File: config.mk
export PLATFORM = sky130hd
export DESIGN_NAME = tone_scan_controller
export DESIGN_NICKNAME = d
export VERILOG_FILES = /design/src/rtl/tone_pkg.sv /design/src/rtl/tone_rr_picker.sv /design/src/rtl/tone_scan_controller.sv
export SDC_FILE = /design/constraint.sdc
export NUM_CORES = 1
export LEC_CHECK = 0
export BUFFER_PORTS_ARGS = -buffer_cell sky130_fd_sc_hd__buf_2
export CAP_MARGIN = 20
export CELL_PAD_IN_SITES_DETAIL_PLACEMENT = 1
export CELL_PAD_IN_SITES_GLOBAL_PLACEMENT = 1
export CORE_MARGIN = 4
export CORE_UTILIZATION = 40
export CTS_BUF_LIST = sky130_fd_sc_hd__clkbuf_4 sky130_fd_sc_hd__clkbuf_8 sky130_fd_sc_hd__clkbuf_16
export DETAILED_ROUTE_END_ITERATION = 7
export PLACE_DENSITY_LB_ADDON = 0.1
export SETUP_SLACK_MARGIN = 0.3
export SYNTH_ARGS = -nofsm -noshare
export SYNTH_HDL_FRONTEND = slang
export SYNTH_HIERARCHICAL = 1
export SYNTH_SLANG_ARGS = --single-unit
File: constraint.sdc
create_clock -name clock -period 8 [get_ports clock]
set_clock_uncertainty 0.15 [all_clocks]
set_input_delay 1.2 -clock clock [delete_from_list [all_inputs] [get_ports clock]]
set_output_delay 1.2 -clock clock [all_outputs]
set_load 0.005 [all_outputs]
File: src/rtl/tone_pkg.sv
// Shared states, channel sizing and LED bit positions for the tone scan controller.
package tone_pkg;

    localparam int unsigned NUM_CH        = 5;
    localparam int unsigned CH_W          = 3;
    localparam int unsigned LED_W         = 8;
    localparam int unsigned LED_STICKY_HI = 7;
    localparam int unsigned LED_STICKY_LO = 3;
    localparam int unsigned LED_QUAL      = 2;
    localparam int unsigned LED_REL       = 1;
    localparam int unsigned LED_DONE      = 0;

    typedef enum logic [1:0] {
        SCAN,
        QUALIFY,
        DETECTED,
        RELEASE
    } tone_state_e;

    // Successor channel index, wrapping the last channel back to 0.
    function automatic logic [CH_W-1:0] next_ch(input logic [CH_W-1:0] c);
        return (c == CH_W'(NUM_CH - 1)) ? '0 : c + CH_W'(1);
    endfunction

endpackage

File: src/rtl/tone_rr_picker.sv
// Rotating-priority encoder: first set req bit searching upward from ptr, wrapping.
module tone_rr_picker
    import tone_pkg::*;
(
    input  logic [NUM_CH-1:0] req,
    input  logic [CH_W-1:0]   ptr,
    output logic              found,
    output logic [CH_W-1:0]   idx
);

    int unsigned pos;

    always_comb begin
        found = 1'b0;
        idx   = '0;
        pos   = 0;
        for (int unsigned i = 0; i < NUM_CH; i++) begin
            pos = (32'(ptr) + i) % NUM_CH;
            if (!found && req[CH_W'(pos)]) begin
                found = 1'b1;
                idx   = CH_W'(pos);
            end
        end
    end

endmodule

File: src/rtl/tone_scan_controller.sv
// Round-robin tone qualifier sharing one counter across the band-pass channels.
// Optional low-glitch tolerance in QUALIFY: define TONE_GLITCH_FILTER_EN.
module tone_scan_controller
    import tone_pkg::*;
#(
    parameter int unsigned HOLD_CYCLES    = 25_000_000,
    parameter int unsigned RELEASE_CYCLES = 1000,
    parameter int unsigned CNT_W          = 32
) (
    input  logic              clock,
    input  logic              reset,
    input  logic [NUM_CH-1:0] bp,
    input  logic              clear,
    output logic [LED_W-1:0]  led,
    output logic              detect_pulse,
    output logic [CH_W-1:0]   detect_id,
    output logic              all_done,
    output logic              busy
);

    localparam logic [CNT_W-1:0] HOLD_LAST = CNT_W'(HOLD_CYCLES - 1);
    localparam logic [CNT_W-1:0] REL_LAST  = CNT_W'(RELEASE_CYCLES - 1);

    logic [NUM_CH-1:0] sync_q, sbp;
    tone_state_e       state_q, state_d;
    logic [CH_W-1:0]   ch_q, ch_d, rr_ptr_q, rr_ptr_d, id_d;
    logic [CNT_W-1:0]  cnt_q, cnt_d;
    logic [NUM_CH-1:0] sticky_q, sticky_d;
    logic [LED_W-1:0]  led_d;
    logic              pulse_d;
    logic              pick_found;
    logic [CH_W-1:0]   pick_idx;

`ifdef TONE_GLITCH_FILTER_EN
    localparam int unsigned GLITCH_CYCLES = 16;
    localparam int unsigned GLITCH_W      = 5;
    localparam logic [GLITCH_W-1:0] GLITCH_LAST = GLITCH_W'(GLITCH_CYCLES);
    logic [GLITCH_W-1:0] gcnt_q, gcnt_d;
`endif

    // Sticky channels are masked so a tone that stays on cannot starve the others.
    tone_rr_picker u_picker (
        .req   (sbp & ~sticky_q),
        .ptr   (rr_ptr_q),
        .found (pick_found),
        .idx   (pick_idx)
    );

    always_comb begin
        state_d  = state_q;
        ch_d     = ch_q;
        cnt_d    = cnt_q;
        rr_ptr_d = rr_ptr_q;
        id_d     = detect_id;
        pulse_d  = 1'b0;
        sticky_d = clear ? '0 : sticky_q;
`ifdef TONE_GLITCH_FILTER_EN
        gcnt_d   = gcnt_q;
`endif
        case (state_q)
            SCAN: begin
                if (pick_found) begin
                    ch_d    = pick_idx;
                    cnt_d   = '0;
                    state_d = QUALIFY;
`ifdef TONE_GLITCH_FILTER_EN
                    gcnt_d  = '0;
`endif
                end
            end
            QUALIFY: begin
                if (sbp[ch_q]) begin
                    cnt_d = cnt_q + CNT_W'(1);
                    if (cnt_q == HOLD_LAST) state_d = DETECTED;
`ifdef TONE_GLITCH_FILTER_EN
                    gcnt_d = '0;
                end else if (gcnt_q != GLITCH_LAST) begin
                    gcnt_d = gcnt_q + GLITCH_W'(1);
`endif
                end else begin
                    rr_ptr_d = next_ch(ch_q);
                    state_d  = SCAN;
                end
            end
            DETECTED: begin
                // Setting the flag after the clear lets set win for this channel.
                sticky_d[ch_q] = 1'b1;
                pulse_d        = 1'b1;
                id_d           = ch_q;
                cnt_d          = '0;
                state_d        = RELEASE;
            end
            RELEASE: begin
                if (sbp[ch_q]) begin
                    cnt_d = '0;
                end else if (cnt_q == REL_LAST) begin
                    rr_ptr_d = next_ch(ch_q);
                    state_d  = SCAN;
                end else begin
                    cnt_d = cnt_q + CNT_W'(1);
                end
            end
            default: state_d = SCAN;
        endcase

        // LED image registered from next-state values so it tracks the FSM without lag.
        led_d = '0;
        led_d[LED_STICKY_HI:LED_STICKY_LO] =
            {sticky_d[0], sticky_d[1], sticky_d[2], sticky_d[3], sticky_d[4]};
        led_d[LED_QUAL] = (state_d == QUALIFY);
        led_d[LED_REL]  = (state_d == RELEASE);
        led_d[LED_DONE] = &sticky_d;
    end

    always_ff @(posedge clock) begin
        if (reset) begin
            sync_q       <= '0;
            sbp          <= '0;
            state_q      <= SCAN;
            ch_q         <= '0;
            rr_ptr_q     <= '0;
            cnt_q        <= '0;
            sticky_q     <= '0;
            led          <= '0;
            detect_pulse <= 1'b0;
            detect_id    <= '0;
            all_done     <= 1'b0;
            busy         <= 1'b0;
`ifdef TONE_GLITCH_FILTER_EN
            gcnt_q       <= '0;
`endif
        end else begin
            sync_q       <= bp;
            sbp          <= sync_q;
            state_q      <= state_d;
            ch_q         <= ch_d;
            rr_ptr_q     <= rr_ptr_d;
            cnt_q        <= cnt_d;
            sticky_q     <= sticky_d;
            led          <= led_d;
            detect_pulse <= pulse_d;
            detect_id    <= id_d;
            all_done     <= &sticky_d;
            busy         <= (state_d != SCAN);
`ifdef TONE_GLITCH_FILTER_EN
            gcnt_q       <= gcnt_d;
`endif
        end
    end

endmodule

==> flow_summary.json, run 1 <==
{
  "cts_inserted_buffers": 9,
  "syn_inst": 583,
  "report.final.slew_viol_count": 0,
  "gp_congestion": 0.8204,
  "timing.slew.headroom_pct": 33.45,
  "cts_tree": "done",
  "cp.arrival_ns": 6.70,
  "setup_slack_ns": 1.430,
  "first_global_vias": 4466,
  "finalHoldViolCount": 0,
  "hold_end": "sbp[4]",
  "clock-sinks": 63,
  "drtIter0Drc": 211,
  "netlist_area_sq_mm": 0.004720,
  "numPortBuffers": 21,
  "p_leak_nw": 1.872,
  "nets": 616,
  "grt_max_degree": 36,
  "grt_overflow": 0,
  "drt_wl_total_microns": 13340,
  "clock_latency_ns": 0.34,
  "routed_via_density": 5.935,
  "min-delay-start": "sync_q[4]",
  "antenna_found_initial": 0,
  "grt_pass1_wl_microns": 22760,
  "synth_async_sr_flop_share_pct": 0,
  "cts_hold_buffers": 0,
  "num_io_pins": 22,
  "cp-end-kind": "flip-flop",
  "ys_warn_count": 6,
  "fin_crit_sh_pct": 82.13,
  "start_util_pct": 41.16,
  "worstHoldPathCells": 1,
  "criticalPathCategory": "reg -> reg",
  "final_cell_mix": "63 x dfxtp_1, 53 x nor2_1, 42 x nand2_1",
  "dp_worst_setup_slack_ns": 1.474,
  "core-area_sq_mm": 0.01147,
  "ir_worst_vdd_mv": 0.1716,
  "place_hpwl_microns": 9822,
  "grt_usage_pct": 20.93,
  "cts_root_buffer": "clkbuf_16",
  "synth-seq-cells": 63,
  "fin_setup_tns_ns": 0,
  "wl_per_cell_microns": 18.15,
  "reg2reg_to": "cnt_q[26]",
  "rrSetupSlack_ns": 1.43,
  "std_cell_rows": 39,
  "p_per_area_mw_per_mm2": 280.7,
  "drc": 0,
  "postCtsSetupBuffers": 0,
  "syn_area_per_cell_sq_um": 8.095,
  "synth_nets": 612,
  "critPathLaunchType": "flip-flop",
  "drv_cap": 0,
  "multi_input_area_sq_mm": 0.003191,
  "synthFlopType": "dfxtp_1",
  "cts_resized": 0,
  "die_height_microns": 116.6,
  "syn_to_final_growth_pct": 10.55,
  "vias": 4362,
  "fp.dieW_microns": 116.6,
  "antenna_cells": 0,
  "worst_slew_pin_slew_ns": 0.9963,
  "stdcell_area_sq_mm": 0.005218,
  "period_needed_ns": 6.570,
  "hp-class": "reg -> reg",
  "seqCellArea_sq_mm": 0.001261,
  "finalSetupViolations": 0,
  "rsz0062_at_grt": "false",
  "htree_num_levels": 3,
  "status": "complete, no violations",
  "nFillCells": 1368,
  "drive_gt1_share_pct": 12.50,
  "cts_buffer_depth": 2,
  "clk_pin_slew_ns": 0.06,
  "placed_area_sq_mm": 0.004863,
  "cp_max_fo": 24,
  "fmax_mhz": 152.2,
  "yosysSeqAreaShare_pct": 26.72,
  "reg2reg_from": "rr_ptr_q[1]",
  "die_area_sq_mm": 0.01360,
  "synth_edf_count": 0,
  "synth_cell_types": 86,
  "cp.required_ns": 8.13,
  "ant_nets": 0,
  "rr_worst_depth": 20,
  "final_common_cell": "dfxtp_1",
  "firstDrtPassIters": 4
}
==> metal layers <==
| metal | wire length, microns | up-vias | global-route usage (%) |
|---|---|---|---|
| met5 | 0 | - | 0 |
| met4 | 235 | 0 | 6.957 |
| met2 | 6128 | 53 | 32.99 |
| li1 | - | 2149 | - |
| met3 | 309 | 20 | 3.109 |
| met1 | 6669 | 2140 | 29.35 |
==> how the worst max path moves through the flow <==
stage / startpoint / to / slack (ns) / cells after the start
floorplan: rr_ptr_q[0] / cnt_q[1] / 2.20 / 24
global route: rr_ptr_q[1] / cnt_q[25] / 0.89 / 19
finish: rr_ptr_q[1] / cnt_q[26] / 1.43 / 20
CTS: rr_ptr_q[1] / cnt_q[26] / 1.46 / 20
global placement: rr_ptr_q[1] / cnt_q[26] / 1.79 / 20
detailed placement: rr_ptr_q[1] / cnt_q[26] / 1.47 / 20
==> cell usage after synthesis, types with 3 or more instances <==
cell type / instances / area [sq um]
a2111oi_0: 4 / 35.03
a211o_1: 5 / 43.79
a211oi_1: 16 / 120.1
a21oi_1: 33 / 165.2
a22oi_1: 3 / 22.52
a31oi_1: 4 / 25.02
a32oi_1: 3 / 26.28
and2_1: 5 / 31.28
and3_1: 7 / 43.79
buf_2: 10 / 50.05
buf_6: 4 / 45.04
clkbuf_1: 17 / 63.81
dfxtp_1: 63 / 1261
ha_1: 21 / 262.8
inv_1: 22 / 82.58
inv_2: 3 / 11.26
mux2_2: 5 / 56.30
mux2i_1: 21 / 210.2
nand2_1: 42 / 157.7
nand2b_1: 12 / 75.07
nand3_1: 21 / 105.1
nand3b_1: 3 / 22.52
nand4_1: 8 / 50.05
nor2_1: 53 / 198.9
nor2b_1: 24 / 150.1
nor3_1: 15 / 75.07
nor4_1: 8 / 50.05
o2111ai_1: 3 / 26.28
o211a_1: 3 / 30.03
o211ai_1: 7 / 52.55
o21ai_0: 17 / 85.08
o21ai_1: 5 / 25.02
o221ai_1: 4 / 35.03
o22ai_1: 3 / 18.77
o31ai_1: 3 / 22.52
or3_1: 8 / 50.05
or4_1: 7 / 52.55
xnor2_1: 26 / 227.7
xor2_1: 3 / 26.28
==> area by class of cell <==
class | instances | share of cell area (%)
clock buffer | 9 | 4.317
timing repair buffer | 26 | 2.734
inverter | 26 | 1.871
tap | 143 | 3.429
multi-input combinational | 461 | 61.15
clock inverter | 7 | 2.326
sequential | 63 | 24.17
==> registers in the layout, indices dropped and copies added (netlist names) <==
| register | flops |
|---|---|
| cnt_q | 32 |
| led | 7 |
| sbp | 5 |
| sync_q | 5 |
| ch_q | 3 |
| detect_id | 3 |
| rr_ptr_q | 3 |
| state_q | 2 |
| busy | 1 |
| detect_pulse | 1 |
| sticky_q | 1 |
==> power breakdown <==
part           switching, mW  internal, mW  leakage (nW)  total (mW)
clock                  0.150         0.305         0.170       0.455
sequential            0.0239         0.331         0.511       0.355
combinational          0.408         0.246          1.19       0.654
==> worst max-delay path, stage by stage (launching register included) <==
cell and delay [ns]:
dfxtp_1 0.60, inv_2 0.20, ha_1 0.74, inv_1 0.29, ha_1 0.31, nor3_2 0.40
nor3_1 0.12, or2_2 0.34, ha_1 0.20, nand2b_1 0.17, a21oi_1 0.15, a31o_2 0.20
mux4_2 0.52, and2_1 0.21, or4_1 0.56, or3_1 0.41, o221ai_1 0.08, buf_4 0.30
a211oi_1 0.17, a211o_1 0.34, nand2_1 0.05
==> per-stage QoR <==
stage,utilization [%],cells,hold slack [ns],total power [mW]
after floorplan,-,583,0.2638,0.8690
after global placement,42.41,718,0.2723,0.9930
after detailed placement,42.41,718,0.2792,1.012
after CTS,45.43,734,0.2876,1.472
after global routing,45.50,735,0.2993,1.564
final,45.50,735,0.2801,1.465
==> cells by family (layout without fill, tap and decap cells) <==
kind of cell,after synthesis,after routing,share of synthesized area [%]
compound gates,148,148,22.77
fa+ha+maj,21,21,5.567
buf+inv,59,68,5.753
simple gates,232,232,26.03
flops,63,63,26.72
xor+xnor,31,31,6.310
mux,29,29,6.840
Note: power is estimated with default switching activity, not from simulation.
==> run 2: changes to the inputs <==
--- a/config.mk
+++ b/config.mk
@@ -5,6 +5,7 @@
 export SDC_FILE = /design/constraint.sdc
 export NUM_CORES = 1
 export LEC_CHECK = 0
+export ABC_AREA = 1
 export BUFFER_PORTS_ARGS = -buffer_cell sky130_fd_sc_hd__buf_2
 export CAP_MARGIN = 20
 export CELL_PAD_IN_SITES_DETAIL_PLACEMENT = 1
==> constraint.sdc (replaced) <==
create_clock -name clock -period 6.12 [get_ports clock]
set_clock_uncertainty 0.15 [all_clocks]
set_input_delay 0.918 -clock clock [delete_from_list [all_inputs] [get_ports clock]]
set_output_delay 0.918 -clock clock [all_outputs]
set_load 0.005 [all_outputs]
==> run 2 against run 1 <==
Combinational power is 96% higher. Maximum frequency is 28% higher. Worst setup slack worse by 0.46 ns. Die area is 7.5% higher. Count of clock-buffer cells in the layout is 1 higher. Via count is 23% higher. Clock power is 25% higher. Critical endpoint is now cnt_q[9]. Critical path depth is 6 higher. Final area is 8.3% higher. Global-route usage is 1.8 points higher. Synthesized area is 8.1% higher. Final cell count is 42% higher. Critical path type unchanged.
==> flow_summary.json, run 2 <==
{
  "synth_edf_count": 0,
  "drive_gt1_share_pct": 10.76,
  "timing.slew.headroom_pct": 42.22,
  "rr_worst_depth": 26,
  "cts_tree": "done",
  "p_int_mw": 1.165,
  "crit_buf_inv": 5,
  "firstDrtPassIters": 4,
  "pwr-share-seq_pct": 20.6,
  "finalHoldViolCount": 0,
  "cp.required_ns": 6.16,
  "drtIter0Drc": 225,
  "cp.arrival_ns": 5.19,
  "netlist_area_sq_mm": 0.005101,
  "nFillCells": 1731,
  "hp-class": "reg -> reg",
  "drc": 0,
  "grt_usage_pct": 22.71,
  "rsz0062_at_grt": "false",
  "max_stage_delay_ns": 0.39,
  "final_cell_mix": "236 x nand2_1, 125 x nor2_1, 121 x inv_1",
  "syn_inst": 853,
  "comb_power_share_pct": 55.0,
  "regMostFlops": "cnt_q",
  "synth_top_area_cell": "dfxtp_1",
  "ir_worst_vdd_mv": 0.1612,
  "fin_setup_tns_ns": 0,
  "fin_crit_sh_pct": 84.17,
  "nets": 898,
  "drt_wl_total_microns": 15920,
  "place_hpwl_microns": 12490,
  "vias": 5382,
  "multi_input_area_sq_mm": 0.003238,
  "finalNonFillerCells": 1042,
  "synth_async_sr_flop_share_pct": 0,
  "start_util_pct": 41.60,
  "yosysSeqAreaShare_pct": 24.72,
  "period_needed_ns": 5.151,
  "yosys-top-cells-count": "236 x nand2_1, 125 x nor2_1, 121 x inv_1",
  "synth_nets": 882,
  "clk_pin_slew_ns": 0.06,
  "synth.top_cell.area_share_pct": 24.72,
  "p_switching_mw": 1.164,
  "critPathLaunchType": "flip-flop",
  "hold_end": "sbp[4]",
  "cts_hold_buffers": 0,
  "cts_inserted_buffers": 9,
  "numPortBuffers": 21,
  "dp_worst_setup_slack_ns": 0.9822,
  "cp-end-kind": "flip-flop",
  "p_leak_nw": 2.484,
  "worstHoldPathCells": 2,
  "dp_cells": 1025,
  "grt_pass1_wl_microns": 27100,
  "reg2reg_to": "cnt_q[9]",
  "fmax_mhz": 194.1,
  "largest_reg_flops": 32,
  "std_cell_rows": 40,
  "cts_resized": 0,
  "die_area_sq_mm": 0.01462,
  "cp_max_fo": 27,
  "report.final.slew_viol_count": 0,
  "syn_area_per_cell_sq_um": 5.980,
  "finalSetupViolations": 0,
  "syn_to_final_growth_pct": 10.82,
  "first_global_vias": 5632,
  "core-area_sq_mm": 0.01226,
  "cpLargestDelayFamily": "simple AND/OR/NAND/NOR gates",
  "antenna_cells": 0,
  "rrSetupSlack_ns": 0.97,
  "synthTopCellsByArea": "dfxtp_1 25%, nand2_1 17%, nor2_1 9.2%",
  "grt_overflow": 0,
  "p_per_area_mw_per_mm2": 412.1,
  "gp_congestion": 0.8993,
  "min-delay-start": "sync_q[4]",
  "grt_max_degree": 42,
  "seqCellArea_sq_mm": 0.001261,
  "clock-sinks": 63,
  "drv_cap": 0,
  "wl_per_cell_microns": 15.28,
  "final_common_cell": "nand2_1",
  "synth_cell_types": 44,
  "p_sw_share_pct": 49.98,
  "fp.dieW_microns": 120.9,
  "htree_num_levels": 3,
  "worst_slew_pin_slew_ns": 0.8666,
  "cts_buffer_depth": 2,
  "synthFlopType": "dfxtp_1",
  "synth-seq-cells": 63,
  "postCtsSetupBuffers": 0,
  "setup_slack_ns": 0.9690,
  "status": "complete, no violations",
  "criticalPathCategory": "reg -> reg",
  "reg2reg_from": "rr_ptr_q[1]",
  "die_height_microns": 120.9,
  "slowest_stage": "dfxtp_1",
  "synth.most_common_cell": "nand2_1",
  "routed_via_density": 5.165,
  "ant_nets": 0,
  "antenna_found_initial": 0,
  "clock_latency_ns": 0.34,
  "p_clk_share_pct": 24.4,
  "ys_warn_count": 6,
  "reg.largest.list": "cnt_q: 32 flops, led: 7 flops",
  "num_io_pins": 22,
  "cts_root_buffer": "clkbuf_16",
  "crit_top_cell": "nand2_1"
}
run 2: final cells by class:
type,instances,area share (%)
Multi-Input combinational cell,641,57.28
Tap cell,168,3.718
Inverter,130,8.654
Clock buffer,10,4.117
Sequential cell,63,22.31
Timing Repair Buffer,24,2.258
Clock inverter,6,1.660
run 2: per-stage QoR:
stage               total power, mW  util, %  hold slack, ns  instance area [sq um]
floorplan                     1.510        -          0.2383                   5101
global placement              1.705    43.38          0.2395                   5319
detailed placement            1.767    43.38          0.2494                   5319
CTS                           2.349    46.04          0.2578                   5645
global route                  2.527    46.10          0.2789                   5653
finish                        2.330    46.10          0.2534                   5653
run 2: power by group through the flow:
stage | clock, mW | combinational, mW | sequential (mW)
detailed placement | 0 | 1.28 | 0.490
global placement | 0 | 1.22 | 0.488
global route | 0.597 | 1.44 | 0.486
CTS | 0.580 | 1.29 | 0.481
floorplan | 0 | 1.03 | 0.480
finish | 0.568 | 1.28 | 0.481
run 2: worst min-delay path: cells and delay by family, from the launching register on:
family	cells	cell delay [ns]
DFF	1	0.29
and+or+nand+nor	1	0.03
buffers and inverters	1	0.04
run 2: logic make-up after synthesis:
| family | synth area share, % |
|---|---|
| DFF | 24.72 |
| muxes | 0.4415 |
| xor gates and xnor gates | 2.257 |
| buffers and inverters | 11.80 |
| and+or+nand+nor | 46.97 |
| AOI/OAI and AO/OA | 8.659 |
| adders and majority gates | 5.151 |
run 2: routing by layer:
| layer | global-route usage (%) | vias to the layer above | share of wire, % |
|---|---|---|---|
| met5 | 0 | - | 0 |
| met4 | 6.586 | 0 | 2.6 |
| met3 | 3.730 | 30 | 2.4 |
| met2 | 42.20 | 62 | 52 |
| met1 | 26.59 | 2545 | 44 |
| li1 | - | 2745 | - |
run 2: worst max-delay path by stage:
| stage | depth (start not counted) | endpoint | start |
|---|---|---|---|
| 2_1_floorplan | 28 | cnt_q[12] | rr_ptr_q[0] |
| 3_3_place_gp | 26 | cnt_q[30] | rr_ptr_q[1] |
| 3_5_place_dp | 26 | cnt_q[28] | rr_ptr_q[1] |
| 4_1_cts | 26 | cnt_q[9] | rr_ptr_q[1] |
| 5_1_grt | 28 | cnt_q[9] | rr_ptr_q[1] |
| 6_report | 26 | cnt_q[9] | rr_ptr_q[1] |
